<file path="config.mk">
export PLATFORM = sky130hd
export DESIGN_NAME = ao_nn_pipe_flat
export DESIGN_NICKNAME = d
export VERILOG_FILES = /design/src/rtl/ao_nn_pipe_if.sv /design/src/rtl/ao_nn_pipe.sv /design/src/flat_wrapper.sv
export SDC_FILE = /design/constraint.sdc
export NUM_CORES = 1
export LEC_CHECK = 0
export BUFFER_PORTS_ARGS = -buffer_cell sky130_fd_sc_hd__buf_4
export CORE_MARGIN = 3
export CORE_UTILIZATION = 52
export DETAILED_ROUTE_END_ITERATION = 10
export GPL_TIMING_DRIVEN = 0
export PLACE_DENSITY = 0.81
export SYNTH_ARGS = -nofsm -noshare
export SYNTH_HDL_FRONTEND = slang
export SYNTH_SLANG_ARGS = --single-unit
</file>
<file path="constraint.sdc">
create_clock -name ck -period 2.6 [get_ports ck]
set_input_delay 0.13 -clock ck [delete_from_list [all_inputs] [get_ports ck]]
set_output_delay 0.13 -clock ck [all_outputs]
set_load 0.02 [all_outputs]
</file>
<file path="src/rtl/ao_nn_pipe_if.sv">
// Handshake bundle for ao_nn_pipe: the input beat side (operands, mode, valid/ready)
// and the output side (result, valid/ready, completed-beat count).
interface ao_nn_pipe_if #(
  parameter int W     = 1,
  parameter int NTERM = 2,
  parameter int CNTW  = 16
);
  logic               in_valid;
  logic               in_ready;
  logic [1:0]         mode;
  logic [NTERM*W-1:0] i_a;
  logic [NTERM*W-1:0] i_b;
  logic               out_valid;
  logic               out_ready;
  logic [W-1:0]       q;
  logic [CNTW-1:0]    beat_cnt;

  modport slave (
    input  in_valid, mode, i_a, i_b, out_ready,
    output in_ready, out_valid, q, beat_cnt
  );

  modport master (
    output in_valid, mode, i_a, i_b, out_ready,
    input  in_ready, out_valid, q, beat_cnt
  );
endinterface

</file>
<file path="src/rtl/ao_nn_pipe.sv">
// Wide AO/OA/AOI/OAI reduction per bit lane, followed by an elastic valid/ready
// pipeline of STAGES slots and a saturating count of completed output beats.
module ao_nn_pipe #(
  parameter int W      = 1,
  parameter int NTERM  = 2,
  parameter int STAGES = 1,
  parameter int CNTW   = 16
) (
  input  logic         ck,
  input  logic         rst,
  ao_nn_pipe_if.slave  bus
);

  logic [W-1:0]      andOr;
  logic [W-1:0]      orAnd;
  logic [W-1:0]      result;
  logic [STAGES-1:0] adv;
  logic              outXfer;

  logic [STAGES-1:0] slotVld_q;
  logic [STAGES-1:0] slotVld_d;
  logic [W-1:0]      slotRes_q [STAGES];
  logic [W-1:0]      slotRes_d [STAGES];
  logic [CNTW-1:0]   beatCnt_q;
  logic [CNTW-1:0]   beatCnt_d;

  always_comb begin
    andOr = '0;
    orAnd = '1;
    for (int k = 0; k < NTERM; k++) begin
      andOr = andOr | (bus.i_a[k*W +: W] & bus.i_b[k*W +: W]);
      orAnd = orAnd & (bus.i_a[k*W +: W] | bus.i_b[k*W +: W]);
    end
    case (bus.mode)
      2'd0:    result = andOr;
      2'd1:    result = orAnd;
      2'd2:    result = ~andOr;
      default: result = ~orAnd;
    endcase
  end

  // A slot may take a new beat when it is empty or its own occupant moves on,
  // so a bubble anywhere gets filled even while the slots behind it stall.
  always_comb begin
    adv = '0;
    adv[STAGES-1] = ~slotVld_q[STAGES-1] | bus.out_ready;
    for (int s = STAGES - 2; s >= 0; s--) begin
      adv[s] = ~slotVld_q[s] | adv[s+1];
    end
  end

  assign outXfer = slotVld_q[STAGES-1] & bus.out_ready;

  // Result registers only load alongside a valid beat, keeping idle-cycle junk out.
  always_comb begin
    slotVld_d = slotVld_q;
    slotRes_d = slotRes_q;
    if (adv[0]) begin
      slotVld_d[0] = bus.in_valid;
      if (bus.in_valid) begin
        slotRes_d[0] = result;
      end
    end
    for (int s = 1; s < STAGES; s++) begin
      if (adv[s]) begin
        slotVld_d[s] = slotVld_q[s-1];
        if (slotVld_q[s-1]) begin
          slotRes_d[s] = slotRes_q[s-1];
        end
      end
    end
  end

  always_comb begin
    beatCnt_d = beatCnt_q;
    if (outXfer && (beatCnt_q != '1)) begin
      beatCnt_d = beatCnt_q + CNTW'(1);
    end
  end

  always_ff @(posedge ck or posedge rst) begin
    if (rst) begin
      slotVld_q <= '0;
      for (int s = 0; s < STAGES; s++) begin
        slotRes_q[s] <= '0;
      end
      beatCnt_q <= '0;
    end else begin
      slotVld_q <= slotVld_d;
      slotRes_q <= slotRes_d;
      beatCnt_q <= beatCnt_d;
    end
  end

  assign bus.in_ready  = adv[0];
  assign bus.out_valid = slotVld_q[STAGES-1];
  assign bus.q         = slotRes_q[STAGES-1];
  assign bus.beat_cnt  = beatCnt_q;

endmodule

</file>
<file path="src/flat_wrapper.sv">
// flat-port wrapper written by rule: the top's interface ports become plain ports
module ao_nn_pipe_flat 
#(
  parameter int W      = 1,
  parameter int NTERM  = 2,
  parameter int STAGES = 1,
  parameter int CNTW   = 16
)
  (ck, rst, bus_in_valid, bus_mode, bus_i_a, bus_i_b, bus_out_ready, bus_in_ready, bus_out_valid, bus_q, bus_beat_cnt);
  ao_nn_pipe_if #(.W(W), .NTERM(NTERM), .CNTW(CNTW)) bus_i ();
  input  logic ck;
  input  logic rst;
  input wire logic [$bits(bus_i.in_valid)-1:0] bus_in_valid;
  input wire logic [$bits(bus_i.mode)-1:0] bus_mode;
  input wire logic [$bits(bus_i.i_a)-1:0] bus_i_a;
  input wire logic [$bits(bus_i.i_b)-1:0] bus_i_b;
  input wire logic [$bits(bus_i.out_ready)-1:0] bus_out_ready;
  output wire logic [$bits(bus_i.in_ready)-1:0] bus_in_ready;
  output wire logic [$bits(bus_i.out_valid)-1:0] bus_out_valid;
  output wire logic [$bits(bus_i.q)-1:0] bus_q;
  output wire logic [$bits(bus_i.beat_cnt)-1:0] bus_beat_cnt;
  assign bus_i.in_valid = bus_in_valid;
  assign bus_i.mode = bus_mode;
  assign bus_i.i_a = bus_i_a;
  assign bus_i.i_b = bus_i_b;
  assign bus_i.out_ready = bus_out_ready;
  assign bus_in_ready = bus_i.in_ready;
  assign bus_out_valid = bus_i.out_valid;
  assign bus_q = bus_i.q;
  assign bus_beat_cnt = bus_i.beat_cnt;
  ao_nn_pipe #(.W(W), .NTERM(NTERM), .STAGES(STAGES), .CNTW(CNTW)) u_core (.ck(ck), .rst(rst), .bus(bus_i));
endmodule
</file>
After elaboration in Yosys (flattened, before gate mapping)
Index checks and enable logic that the tools add are counted.
Widths: inputs -> output; s select.
{ "op_classes": {"addsub": 1, "eq_ne": 3, "mux": 1, "bitwise": 11, "n_reduce_logical": 3} }
{ "ops": {"columns": ["op", "n"], "rows": [
  ["$add 16x1->16 const B", 1],
  ["$ne 16x16->1 const B", 1],
  ["$and 1x1->1", 4],
  ["$or 1x1->1", 4],
  ["$not 1->1", 3],
  ["$pmux 1 s3", 1],
  ["$eq 2x1->1 const B", 1],
  ["$eq 2x2->1 const B", 1],
  ["$logic_not 2->1", 1],
  ["$reduce_and 2->1", 1],
  ["$logic_and 1x1->1", 1]
]} }
{ "word_totals": {"reg_bits": 18, "in_bits": 10, "output_inout_bits": 19, "elab_cells": 22} }

Logic depth before layout (Yosys ltp)
{ "logic_depth": {"ltp_word": 4, "mapped_depth": 5, "mapped_depth_nobuf": 5} }

Least setup slack after synthesis
Ideal clock, no wire load.
{ "synth_path": {"path_type": "reg2reg", "start": "register u_core.beatCnt_q[0], in the netlist u_core.bus.beat_cnt[0]", "end": "register u_core.beatCnt_q[1], in the netlist u_core.bus.beat_cnt[1]", "setup_time_ns": 0.125, "arrival_time_ns": 1.661, "required_ns": 2.475, "path_slack_ns": 0.814, "path_stages_with_launch": 6, "n_path_buf": 0, "period_less_slack_ns": 1.786, "cell_sequence": "dfrtp_1 ha_1 nand2_1 nor3_4 a21boi_2 mux2_4"} }
{ "synth_between": {"elab_chain_cells": 2, "elab_cells_between_ends": 3, "cone_classes": "add/sub (1); eq/ne (1); reduce/logical (1)"} }
{ "synth_rtl": {"columns": ["element", "line_no", "rtl"], "rows": [
  ["from (decl)", "ao_nn_pipe.sv:24", "logic [CNTW-1:0] beatCnt_q;"],
  ["from (signal assigned)", "ao_nn_pipe.sv:91", "beatCnt_q <= beatCnt_d;"],
  ["parallel branches: the longest is 2 deep, another holds $add 16x1->16", null, null]
]} }
Several ways; the timed one is not identified.
A chain may end at the register's enable or synchronous reset.

Worst setup path in the final report
Ends and elaborated chain as after synthesis.

==> results.py <==
metrics = {
    "place": {
        "place.gp.congestion": 0.807,
        "portBuffers": 28,
        "hpwlAfterDp_um": 1380,
    },
    "sta": {
        "tightestPinTransition_ns": 0.673,
        "hold_viol": 0,
        "holdWs_ns": 0.0146,
        "fmax_mhz": 524,
        "setup_viol": 0,
        "drv_slew": 0,
        "fin_crit_ns": 1.91,
        "grt_setup_unrepaired": "false",
        "post-route-period-util": 0.734,
        "tns_ns": 0,
        "slew_headroom": 0.551,
        "final.setup_skew_ns": 0.000918,
    },
    "worst_setup_path": {
        "crit_path_start_kind": "flip-flop",
        "cp.required_ns": 2.79,
        "reg2reg_setup_slack_ns": 0.69,
        "worst-setup-path-type": "reg2reg",
        "r2r-start": "u_core.bus.beat_cnt[0]",
        "regToRegEndpoint": "u_core.bus.beat_cnt[1]",
        "worst-path-max-fanout": 10,
        "ff2ff_path_depth": 5,
        "critical_path_buf_inv_count": 0,
        "path_cells": "ha_1 -> nand2_1 -> nor3_4 -> a21boi_2 -> mux2_4",
        "cp.arrival_ns": 2.10,
        "critPathSlowestCell": "dfrtp_1",
        "cp-end-kind": "flip-flop",
        "critPathTopFamily": "simple AND/OR/NAND/NOR gates",
        "max_stage_delay_ns": 0.49,
    },
    "floorplan": {
        "std_cell_rows": 14,
        "core_area_sq_mm": 0.00158,
        "die_y_um": 48.0,
        "fp.dieW_um": 48.0,
        "start_util": 0.583,
        "die_area_sq_mm": 0.00231,
        "io_pins": 29,
    },
    "min_path": {
        "hold_end": "u_core.bus.q",
        "hold_path.startpoint": "bus_in_valid",
        "whs_path_depth": 2,
        "hp-class": "in2reg",
    },
    "global_routing": {
        "grt_pass1_wl_um": 3040,
        "grt_usage": 0.192,
        "grt_max_degree": 19,
        "overflow": 0,
        "antenna_found_initial": 0,
        "grt_pass1_vias": 667,
    },
    "cells_and_area": {
        "drive_gt1_frac": 0.336,
        "fillers": 130,
        "num_antenna_cells": 0,
        "fin_nets": 129,
        "fin_util": 0.749,
        "areaGrowthSynthToFinish_pct": 28.6,
    },
    "power_and_ir_drop": {
        "pwr-share-clk": 0.172,
        "power_density_mw_per_mm2": 677,
        "p_leak_nw": 0.631,
        "power.switching_uw": 294,
        "seqPwrFrac": 0.498,
        "p_comb_frac": 0.330,
        "switching_share": 0.367,
        "ir_drop_mv": 0.591,
        "intPower_uw": 506,
    },
    "route": {
        "remaining_drc_errors": 0,
        "routed_via_density": 5.85,
        "detail-route-antenna-nets": 0,
        "drtPass1Iterations": 4,
        "vias": 772,
        "wl_per_cell_um": 14.1,
        "drt-initial-drc-count": 12,
        "routed_wirelength_um": 1860,
    },
    "synth": {
        "ys_ff_latch": 18,
        "syn_nets": 95,
        "avgSynthCellArea_sq_um": 10.9,
        "ys_warn_count": 0,
        "synthDistinctLibCells": 27,
        "ys_seq_area_frac": 0.490,
        "syn_inst": 84,
        "netlist_area_sq_um": 918,
    },
    "clock_network": {
        "postCtsResizedCells": 0,
        "cts_root_buf": "clkbuf_4",
        "cts_buffers": 3,
        "htreeDepth": 1,
        "numClockSinks": 18,
        "insertion_delay_ns": 0.29,
        "cts_setup_buffers": 0,
        "clk_pin_slew_ns": 0.10,
        "clk_path_buf_depth": 2,
        "cts_tree": "done",
    },
    "job": {
        "drv_cap": 0,
    },
    "run_status": {
        "outcome": "finished, final reports clean",
    },
}
==> metrics by stage <==
| step | worst slack (ns) | power (mW) | instance area (sq um) | cells |
|---|---|---|---|---|
| detailed placement | 0.746 | 0.663 | 1150 | 128 |
| global placement | 0.763 | 0.656 | 1150 | 128 |
| CTS | 0.709 | 0.805 | 1180 | 132 |
| global route | 0.556 | 0.847 | 1180 | 132 |
| finish | 0.693 | 0.800 | 1180 | 132 |
| floorplan | 0.814 | 0.543 | 918 | 84 |
==> cell usage after synthesis <==
cell type	number	area share
a221oi_1	1	0.0095
ha_1	1	0.014
a41oi_1	1	0.0095
dfrtp_1	18	0.49
a21boi_2	1	0.012
clkbuf_2	1	0.0054
nand3_1	1	0.0054
xnor2_1	1	0.0095
mux2_4	1	0.016
nor3_1	3	0.016
nor4b_1	1	0.0095
nand2b_1	2	0.014
nand4_4	1	0.023
and2_2	1	0.0082
nor2_1	3	0.012
and4_2	1	0.011
o22ai_1	1	0.0068
a31oi_1	2	0.014
xor2_1	14	0.13
nor4_1	4	0.027
and2_1	2	0.014
a21oi_1	6	0.033
nand4_1	7	0.048
inv_1	1	0.0041
nand2_1	7	0.029
and3_2	1	0.0082
nor3_4	1	0.018
==> sequential cells by signal (all words and copies together), names as in the netlist <==
| signal | flops |
|---|---|
| u_core.bus.beat_cnt | 16 |
| u_core.bus.q | 1 |
| u_core.bus.out_valid | 1 |
==> layout make-up <==
cell class	count	area, sq um	share of cell area
multi-input combinational	64	459	0.389
sequential	18	450	0.381
timing repair buffer	29	220	0.186
clock buffer	3	22.5	0.0191
tap	16	20.0	0.0169
buffer	1	5.00	0.00424
inverter	1	3.75	0.00318
==> worst max-delay path by stage <==
stage | startpoint | to | slack (ns) | cells past startpoint
after CTS | u_core.bus.beat_cnt[0] | u_core.bus.beat_cnt[1] | 0.71 | 5
after global routing | u_core.bus.beat_cnt[0] | u_core.bus.beat_cnt[1] | 0.56 | 5
after global placement | u_core.bus.beat_cnt[0] | u_core.bus.beat_cnt[1] | 0.76 | 5
after floorplan | u_core.bus.beat_cnt[0] | u_core.bus.beat_cnt[1] | 0.81 | 5
after detailed placement | u_core.bus.beat_cnt[0] | u_core.bus.beat_cnt[1] | 0.75 | 5
final | u_core.bus.beat_cnt[0] | u_core.bus.beat_cnt[1] | 0.69 | 5
==> power groups by stage <==
stage          sequential [mW]  combinational [mW]  clock [mW]
6_report                 0.398               0.264       0.138
2_1_floorplan            0.446              0.0969           0
5_1_grt                  0.408               0.284       0.154
3_3_place_gp             0.399               0.256           0
4_1_cts                  0.397               0.266       0.142
3_5_place_dp             0.402               0.260           0
==> metal layers <==
layer	track usage	vias to the layer above	routed length (um)
li1	-	374	-
met1	0.249	365	830
met2	0.303	28	877
met3	0.0451	5	114
met4	0.0806	0	36
met5	0	-	0
==> placed cells by master (no fill, tap or decap), types with 2 or more instances in the layout <==
cell,n
a21oi_1,6
a31oi_1,2
and2_1,2
buf_4,28
clkbuf_4,3
dfrtp_1,18
nand2_1,7
nand2b_1,2
nand4_1,7
nor2_1,3
nor3_1,3
nor4_1,4
xor2_1,14
==> cells by family (layout without fill, tap and decap cells) <==
logic type,after synthesis,count (layout),share of synthesized area
xor+xnor,15,15,0.143
buf+inv,2,34,0.00953
fa+ha+maj,1,1,0.0136
compound gates,12,12,0.0845
flops,18,18,0.490
mux,1,1,0.0163
simple gates,35,35,0.243
==> repair_timing <==
action,in CTS,in global routing
hold buffers,1,0
setup endpoints to repair,0,0
endpoints found under the hold margin,18,0
Note: power is estimated with default switching activity, not from simulation.
